File: src/rtl/axi_4kb_burst_splitter.sv
// AXI4 AW/AR address-channel splitter: re-issues each accepted burst as one or
// more sub-bursts that never cross a 2^BOUNDARY_BITS-byte boundary.
module axi_4kb_burst_splitter #(
  parameter int ADDR_WIDTH    = 32,
  parameter int LEN_WIDTH     = 8,
  parameter int SIZE_WIDTH    = 3,
  parameter int ID_WIDTH      = 5,
  parameter int BOUNDARY_BITS = 12
) (
  input  logic                  ACLK_i,
  input  logic                  ARESETn_i,
  input  logic [ID_WIDTH-1:0]   s_ID_i,
  input  logic [ADDR_WIDTH-1:0] s_ADDR_i,
  input  logic [LEN_WIDTH-1:0]  s_LEN_i,
  input  logic [SIZE_WIDTH-1:0] s_SIZE_i,
  input  logic [1:0]            s_BURST_i,
  input  logic                  s_VALID_i,
  output logic                  s_READY_o,
  output logic [ID_WIDTH-1:0]   m_ID_o,
  output logic [ADDR_WIDTH-1:0] m_ADDR_o,
  output logic [LEN_WIDTH-1:0]  m_LEN_o,
  output logic [SIZE_WIDTH-1:0] m_SIZE_o,
  output logic [1:0]            m_BURST_o,
  output logic                  m_SPLIT_o,
  output logic                  m_LAST_o,
  output logic                  m_VALID_o,
  input  logic                  m_READY_i
);

  localparam int CNT_WIDTH = ((LEN_WIDTH > BOUNDARY_BITS) ? LEN_WIDTH : BOUNDARY_BITS) + 2;
  localparam int HI_WIDTH  = ADDR_WIDTH - BOUNDARY_BITS;
  localparam logic [CNT_WIDTH-1:0] BOUND_BYTES = CNT_WIDTH'(1) << BOUNDARY_BITS;
  localparam logic [1:0] BURST_INCR = 2'b01;

  typedef enum logic {IDLE, ISSUE} state_t;

  state_t                 state_q, state_d;
  logic [ID_WIDTH-1:0]    id_q, id_d;
  logic [ADDR_WIDTH-1:0]  addr_q, addr_d;
  logic [SIZE_WIDTH-1:0]  size_q, size_d;
  logic [1:0]             burst_q, burst_d;
  logic [CNT_WIDTH-1:0]   rem_q, rem_d;
  logic                   split_q, split_d;

  logic                   issue;
  logic [CNT_WIDTH-1:0]   avail_cur;
  logic [CNT_WIDTH-1:0]   piece_beats;
  logic                   cut;
  logic [CNT_WIDTH-1:0]   req_beats;

  // Beats of the given size that fit between the (size-aligned) offset and the next boundary.
  function automatic logic [CNT_WIDTH-1:0] beats_to_boundary(
    input logic [BOUNDARY_BITS-1:0] offset,
    input logic [SIZE_WIDTH-1:0]    size
  );
    logic [CNT_WIDTH-1:0] mask;
    logic [CNT_WIDTH-1:0] aligned;
    mask    = {CNT_WIDTH{1'b1}} << size;
    aligned = CNT_WIDTH'(offset) & mask;
    return (BOUND_BYTES - aligned) >> size;
  endfunction

  assign issue       = (state_q == ISSUE);
  assign avail_cur   = beats_to_boundary(addr_q[BOUNDARY_BITS-1:0], size_q);
  assign cut         = (burst_q == BURST_INCR) && (rem_q > avail_cur);
  assign piece_beats = cut ? avail_cur : rem_q;
  assign req_beats   = CNT_WIDTH'(s_LEN_i) + CNT_WIDTH'(1);

  // Master side is driven purely from the working registers; zeroed while idle.
  assign s_READY_o = ~issue;
  assign m_VALID_o = issue;
  assign m_ID_o    = issue ? id_q    : '0;
  assign m_ADDR_o  = issue ? addr_q  : '0;
  assign m_SIZE_o  = issue ? size_q  : '0;
  assign m_BURST_o = issue ? burst_q : '0;
  assign m_LEN_o   = issue ? LEN_WIDTH'(piece_beats - CNT_WIDTH'(1)) : '0;
  assign m_LAST_o  = issue & ~cut;
  assign m_SPLIT_o = issue & split_q;

  always_comb begin
    state_d = state_q;
    id_d    = id_q;
    addr_d  = addr_q;
    size_d  = size_q;
    burst_d = burst_q;
    rem_d   = rem_q;
    split_d = split_q;
    case (state_q)
      IDLE: begin
        if (s_VALID_i) begin
          id_d    = s_ID_i;
          addr_d  = s_ADDR_i;
          size_d  = s_SIZE_i;
          burst_d = s_BURST_i;
          rem_d   = req_beats;
          split_d = (s_BURST_i == BURST_INCR) &&
                    (req_beats > beats_to_boundary(s_ADDR_i[BOUNDARY_BITS-1:0], s_SIZE_i));
          state_d = ISSUE;
        end
      end
      ISSUE: begin
        if (m_READY_i) begin
          if (!cut) begin
            state_d = IDLE;
          end else begin
            // Later pieces start on the next boundary; wraps modulo 2^ADDR_WIDTH.
            addr_d = {addr_q[ADDR_WIDTH-1:BOUNDARY_BITS] + HI_WIDTH'(1), {BOUNDARY_BITS{1'b0}}};
            rem_d  = rem_q - avail_cur;
          end
        end
      end
      default: state_d = IDLE;
    endcase
  end

  always_ff @(posedge ACLK_i or negedge ARESETn_i) begin
    if (!ARESETn_i) begin
      state_q <= IDLE;
      id_q    <= '0;
      addr_q  <= '0;
      size_q  <= '0;
      burst_q <= '0;
      rem_q   <= '0;
      split_q <= 1'b0;
    end else begin
      state_q <= state_d;
      id_q    <= id_d;
      addr_q  <= addr_d;
      size_q  <= size_d;
      burst_q <= burst_d;
      rem_q   <= rem_d;
      split_q <= split_d;
    end
  end

endmodule

File: config.mk
export PLATFORM = sky130hd
export DESIGN_NAME = axi_4kb_burst_splitter
export DESIGN_NICKNAME = d
export VERILOG_FILES = /design/src/rtl/axi_4kb_burst_splitter.sv
export SDC_FILE = /design/constraint.sdc
export NUM_CORES = 1
export LEC_CHECK = 0
export ABC_CLOCK_PERIOD_IN_PS = 11050
export CORE_ASPECT_RATIO = 1.1
export CORE_MARGIN = 1
export CORE_UTILIZATION = 55
export DETAILED_ROUTE_END_ITERATION = 7
export MAX_ROUTING_LAYER = met4
export PLACE_DENSITY = 0.93
export SLEW_MARGIN = 10
export SYNTH_ARGS = -nofsm -noshare
export SYNTH_HDL_FRONTEND = slang
export SYNTH_SLANG_ARGS = --single-unit
export TNS_END_PERCENT = 10
File: constraint.sdc
create_clock -name ACLK_i -period 11.05 [get_ports ACLK_i]
set_input_delay 3.315 -clock ACLK_i [delete_from_list [all_inputs] [get_ports ACLK_i]]
set_output_delay 3.315 -clock ACLK_i [all_outputs]
set_load 0.005 [all_outputs]
==> impl_results.md <==
* Detailed Route WL at 18200 um
* Post-synth cell types at 88
* # DRC at 0
* Number of global-route vias before repair at 6076
* Flops & latches, synth at 58
* Final #Nets at 959
* Post-synth net total at 881
* CP Capture Type: primary output
* Setup TNS at 0 ns
* WL met3 at 1370 um
* Synth Area per Inst at 7.64 um2
* Arrival @ worst endpoint at 7.05 ns
* Root Driver: clkbuf_16
* Crit Path Max Fanout at 22
* Cell Area, Synth at 6120 um2
* Overall die height at 113 um
* Routability congestion estimate at 0.983
* Setup repair after global routing missed its margin: no
* FFs w/ async S/R, synth at 1.00
* M1 wire length at 7590 um
* Layout area overhead at 23.2%
* Crit path top cell by count: nand2_1
* Total CTS buffers at 9
* Post-synth EDFFs at 0
* Largest stage delay on the critical path at 0.79 ns
* Metal2 WL at 8430 um
* CTS clk-pin slew, worst paths at 0.06 ns
* Antenna Violating Nets Remaining at 0
* Post-synthesis sequential area ratio at 0.237
* DR WL/cell at 17.7 um
* Via count at 6474
* CTS tree: yes
* Post-CTS Hold Buffers at 0
* Final hold violations at 0
* Initial antenna violation count at 0
* Mapped Cells at 801
* Hpwl dp at 13200 um
* First-pass GRT wire length at 29400 um
* Largest net degree at the start of global routing at 88
* Commonest cells in the netlist: nand2_1, a21oi_1, nor2_1
* Worst Clk Skew at 0.00638 ns
* Status: complete, no violations
* Initial Util at 0.563
* LEAKAGE at 3.05 nW
* Iteration-0 DRC Markers at 675
* Worst r2r src: size_q[2]
* Synth area leaders: dfrtp_1, a21oi_1, nand2_1, ha_1, o21ai_0
* CP Class: flip-flop to primary output
* Rows at 40
* Max frequency at 96.4 MHz
* Overflow after GRT at 0
* Tightest Pin Transition at 1.05 ns
* H-Tree Depth at 3
* First-pass DRT Iterations at 6
* Share of layout cells above drive strength 1 at 0.0690
* Post-cts resize count at 0
* Max IR drop VDD at 0.000201 V
* Antenna diodes at 0
* Post-synth top area share at 0.237
* Tmin final at 10.37 ns
* Max Transition Viols Final at 0
* Die ar. at 11600 um2
* Post-detailed-route via-to-cell ratio at 6.28
* Most common cell in the netlist: nand2_1
* Core Region at 10900 um2
* Port buffer count at 107
* Final Cycle Share at 0.938
* Hold WS at 0.478 ns
* Longest Clk Path Bufs at 2
* Placed Area at 7220 um2
* Die W at 103 um
* Req. time, crit path at 7.74 ns
* Ys Warns at 0
* Tot GR Track Use at 0.333
* Synth Flop Type: dfrtp_1
* Slew headroom at 0.301
* I/O pin count at 108
* Max-Cap Viols at 0
* Final setup viols at 0
* Worst Hold Class: flip-flop to flip-flop
* Clock Latency Late Sink at 0.34 ns
* Max layer used: met4
* Setup Fix Bufs, Post-CTS at 0
* Post-route cell area at 7540 um2
* PwrDens at 393 nW/um2
* Critical-path top delay cell: dfrtp_1
* CTS sink cnt at 58
* Leading area contributor after synthesis: dfrtp_1
* Hold path start: id_q[0]
* Crit path from: size_q[2]
* CP Launch Type: flip-flop
critical path: cells and delay by family (launching register included):
family                   cells  cell delay (ns)
AND/OR/NAND/NOR             11             1.72
AO/OA/AOI/OAI                6             1.36
adder cells (fa/ha/maj)      4             1.21
buffers and inverters        2             0.82
flip-flops                   1             0.79
multiplexers                 1             0.47
XOR/XNOR                     2             0.33
final timing paths:
check	end	slack [ns]	cells after the start
worst max-delay path	m_LEN_o[6]	0.68	26
worst min-delay path	id_q[0]	0.48	2
worst max register to register	addr_q[17]	4.94	20
worst min register to register	id_q[0]	0.48	2
max in group asynchronous	m_VALID_o	7.40	2
min in group asynchronous	addr_q[19]	3.13	2
state kept, by name, indices dropped and copies added (netlist names):
register   count
addr_q        32
burst_q        2
id_q           5
m_VALID_o      1
rem_q         14
size_q         3
split_q        1
stage by stage:
stage / worst slack, ns / cells / util / power, mW
after detailed placement: 1.11 / 1015 / 0.665 / 2.57
after CTS: 0.767 / 1031 / 0.694 / 2.91
after global placement: 1.32 / 1015 / 0.665 / 2.53
after floorplan: 2.26 / 801 / - / 1.97
after global routing: 0.0532 / 1031 / 0.694 / 3.16
final: 0.681 / 1031 / 0.694 / 2.96
routing by layer:
metal / track usage / vias to the layer above
met5: - / -
met4: 0.161 / 0
met2: 0.504 / 318
li1: - / 3047
met3: 0.0461 / 82
met1: 0.435 / 3027
layout by cell type, fill, tap and decap left out, types with 6 or more instances in the layout:
master and n:
clkdlybuf4s50_1 106, nand2_1 93, a21oi_1 74, nor2_1 71, o21ai_0 57, dfrtp_1 57
and2_1 40, xnor2_1 29, inv_1 28, nand3_1 26, ha_1 25, mux2i_1 19
nor3_1 19, nand2b_1 18, xor2_1 17, a211oi_1 15, nand4_1 11, nor2b_1 10
and3_1 10, clkbuf_16 9, o211ai_1 7, o22ai_1 6, o31ai_1 6, a22o_1 6
nor4_1 6, buf_4 6
power breakdown:
part | switching [mW] | total (mW) | leakage [nW] | internal [mW]
combinational | 1.27 | 2.19 | 2.20 | 0.917
sequential | 0.157 | 0.471 | 0.696 | 0.314
clock | 0.105 | 0.301 | 0.151 | 0.197
layout make-up:
cell class / count / area (um2)
clock buffer: 9 / 225
tap: 147 / 184
inverter: 32 / 120
sequential: 58 / 1450
clock inverter: 7 / 93.8
fill: 824 / 3320
timing repair buffer: 113 / 1110
multi-input combinational: 665 / 4350
logic make-up after synthesis:
| family | share of synthesized area |
|---|---|
| compound gates | 0.266 |
| xor+xnor | 0.0658 |
| flops | 0.237 |
| buf+inv | 0.0540 |
| mux | 0.0476 |
| fa+ha+maj | 0.0595 |
| simple gates | 0.269 |
Power figures use the tool's default switching activity.
==> variant, RTL diff (same flow settings) <==
Change the parameter `ID_WIDTH` from 5 to 10.
--- a/src/rtl/axi_4kb_burst_splitter.sv
+++ b/src/rtl/axi_4kb_burst_splitter.sv
@@ -5,5 +5,5 @@
   parameter int LEN_WIDTH     = 8,
   parameter int SIZE_WIDTH    = 3,
-  parameter int ID_WIDTH      = 5,
+  parameter int ID_WIDTH      = 10,
   parameter int BOUNDARY_BITS = 12
 ) (
Interface: changed (resized m_ID_o and s_ID_i); port bits go from 108 to 118. The function was not compared with the original's and may differ.
==> variant against the unedited design <==
Wire length grew 7.2%; sequential cell count grew 5; first-iteration DRC count grew 3.7%; critical path depth shrank 2; synthesized area grew 5.7%; total power shrank 0.27%; sequential share of layout area grew 0.50 points; final area grew 5.9%; utilization grew 0.40 points; non-clock buffer count grew 11; setup slack gained 0.10 ns; critical path type unchanged; critical endpoint unchanged.
==> variant: results <==
[outcome]
status = "finished clean"

[grt]
grt_max_degree = 72
grt_pass1_vias = 6555
grt_usage_pct = 33.9
grt_pass1_wl_um = 31800

[synthesis]
synthTopCellsByCount = "nand2_1 (133), nor2_1 (72), dfrtp_1 (63)"
synthesis.nets = 930
synth-async-reset-ratio_pct = 100
postSynth.topFlopCell = "dfrtp_1"
netlist_instances = 845
synth_cell_types = 91
synth_area_leaders = "dfrtp_1 (24%), nand2_1 (7.7%), ha_1 (4.8%)"
ys_seq_area_share_pct = 24.4

[sta]
holdWs_ns = 0.465
worst_pin_slew_ns = 1.02
setup_viol = 0
fin_skew_ns = 0.00554

[clocking]
insertion_delay_ns = 0.34
cts_setup_buffers = 0
cts_resized = 0
numCtsBuffers = 9
clk_pin_slew_ns = 0.05
cts_buffer_depth = 2
ctsRootBufferMaster = "clkbuf_16"
htreeDepth = 3

[placement]
place.port_buffers = 117
dp_cells = 1064
gp_congestion = 0.946
dpl-instance-area_mm2 = 0.00761
pre_cts_ws_ns = 1.01
dpl.hpwl_um = 13900

[pwr]
vdd_drop_max_mv = 0.200
leakage_nw = 3.30
powerDensity_mw_per_mm2 = 370

[cells_and_area]
drive_above_1_share_pct = 7.85
fill_cells = 919
nets = 1010
top_regs = "addr_q: 32 flops, rem_q: 14 flops, id_q: 10 flops"

[worst_setup_path]
reg2reg_to = "rem_q[4]"
reg2reg_slack_ns = 5.20
critPathArrivalTime_ns = 6.95
crit_family = "compound AO/OA/AOI/OAI gates"
worstPathMaxFanout = 20
cp_slowest_cell = "dfrtp_2"
rr_startpoint = "size_q[2]"
worstRegToRegCells = 20
critical_path.max_stage_delay_ns = 0.66

[routing]
via_count = 6801
vias_per_cell = 6.30
drtIter0Drc = 700
finalWirelength_um = 19500
drt_pass1_iterations = 6

[job]
drv_cap = 0

[worst_hold_path]
hp-start = "id_q[4]"
whs_endpoint = "id_q[4]"
hold_path_class = "reg2reg"
-- variant: logic make-up (layout without fill, tap and decap cells) --
logic type,Yosys count,count (layout),share of synthesized area (%)
multiplexers,23,23,4.20
AND/OR/NAND/NOR,377,377,28.2
flip-flops,63,63,24.4
AO/OA/AOI/OAI,222,222,25.7
adder cells (fa/ha/maj),27,27,5.30
buffers and inverters,87,172,6.02
XOR/XNOR,46,46,6.23
-- variant: power by group --
part           switching (mW)  total, mW  internal [mW]  leakage (nW)
sequential              0.162      0.499          0.338         0.770
combinational            1.18       2.10          0.925          2.36
clock                   0.108      0.352          0.244         0.176
total                    1.45       2.95           1.51          3.30
-- variant: layout make-up --
cell class              instances  share of cell area, %
clock buffers                   9                   2.82
clock inverters                 7                   1.82
inverters                      32                   1.50
multi-input cells             695                   56.5
flip-flops and latches         63                   19.8
well taps                     150                   2.35
repair buffers                124                   15.3
-- variant: worst max-delay path by stage --
stage / from / slack, ns / endpoint
6_report: size_q[2] / 0.79 / m_LEN_o[6]
5_1_grt: size_q[2] / 0.35 / m_LEN_o[6]
4_1_cts: size_q[2] / 0.57 / m_LEN_o[6]
3_5_place_dp: size_q[2] / 1.01 / m_LEN_o[6]
3_3_place_gp: size_q[2] / 1.15 / m_LEN_o[6]
2_1_floorplan: size_q[0] / 2.53 / m_LEN_o[6]
-- variant: routing by layer --
metal / part of all wire, % / vias up / global-route usage, % / routed length [um]
met2: 47 / 342 / 55.7 / 9230
li1: - / 3194 / - / -
met1: 42 / 3194 / 40.7 / 8160
met5: 0 / - / - / 0
met4: 4.5 / 0 / 16.9 / 870
met3: 6.5 / 71 / 5.40 / 1270
-- variant: tightest hold or removal path, delay by kind of cell (launching register included) --
family | cells | cell delay [ns]
flip-flops | 1 | 0.33
AND/OR/NAND/NOR | 2 | 0.10
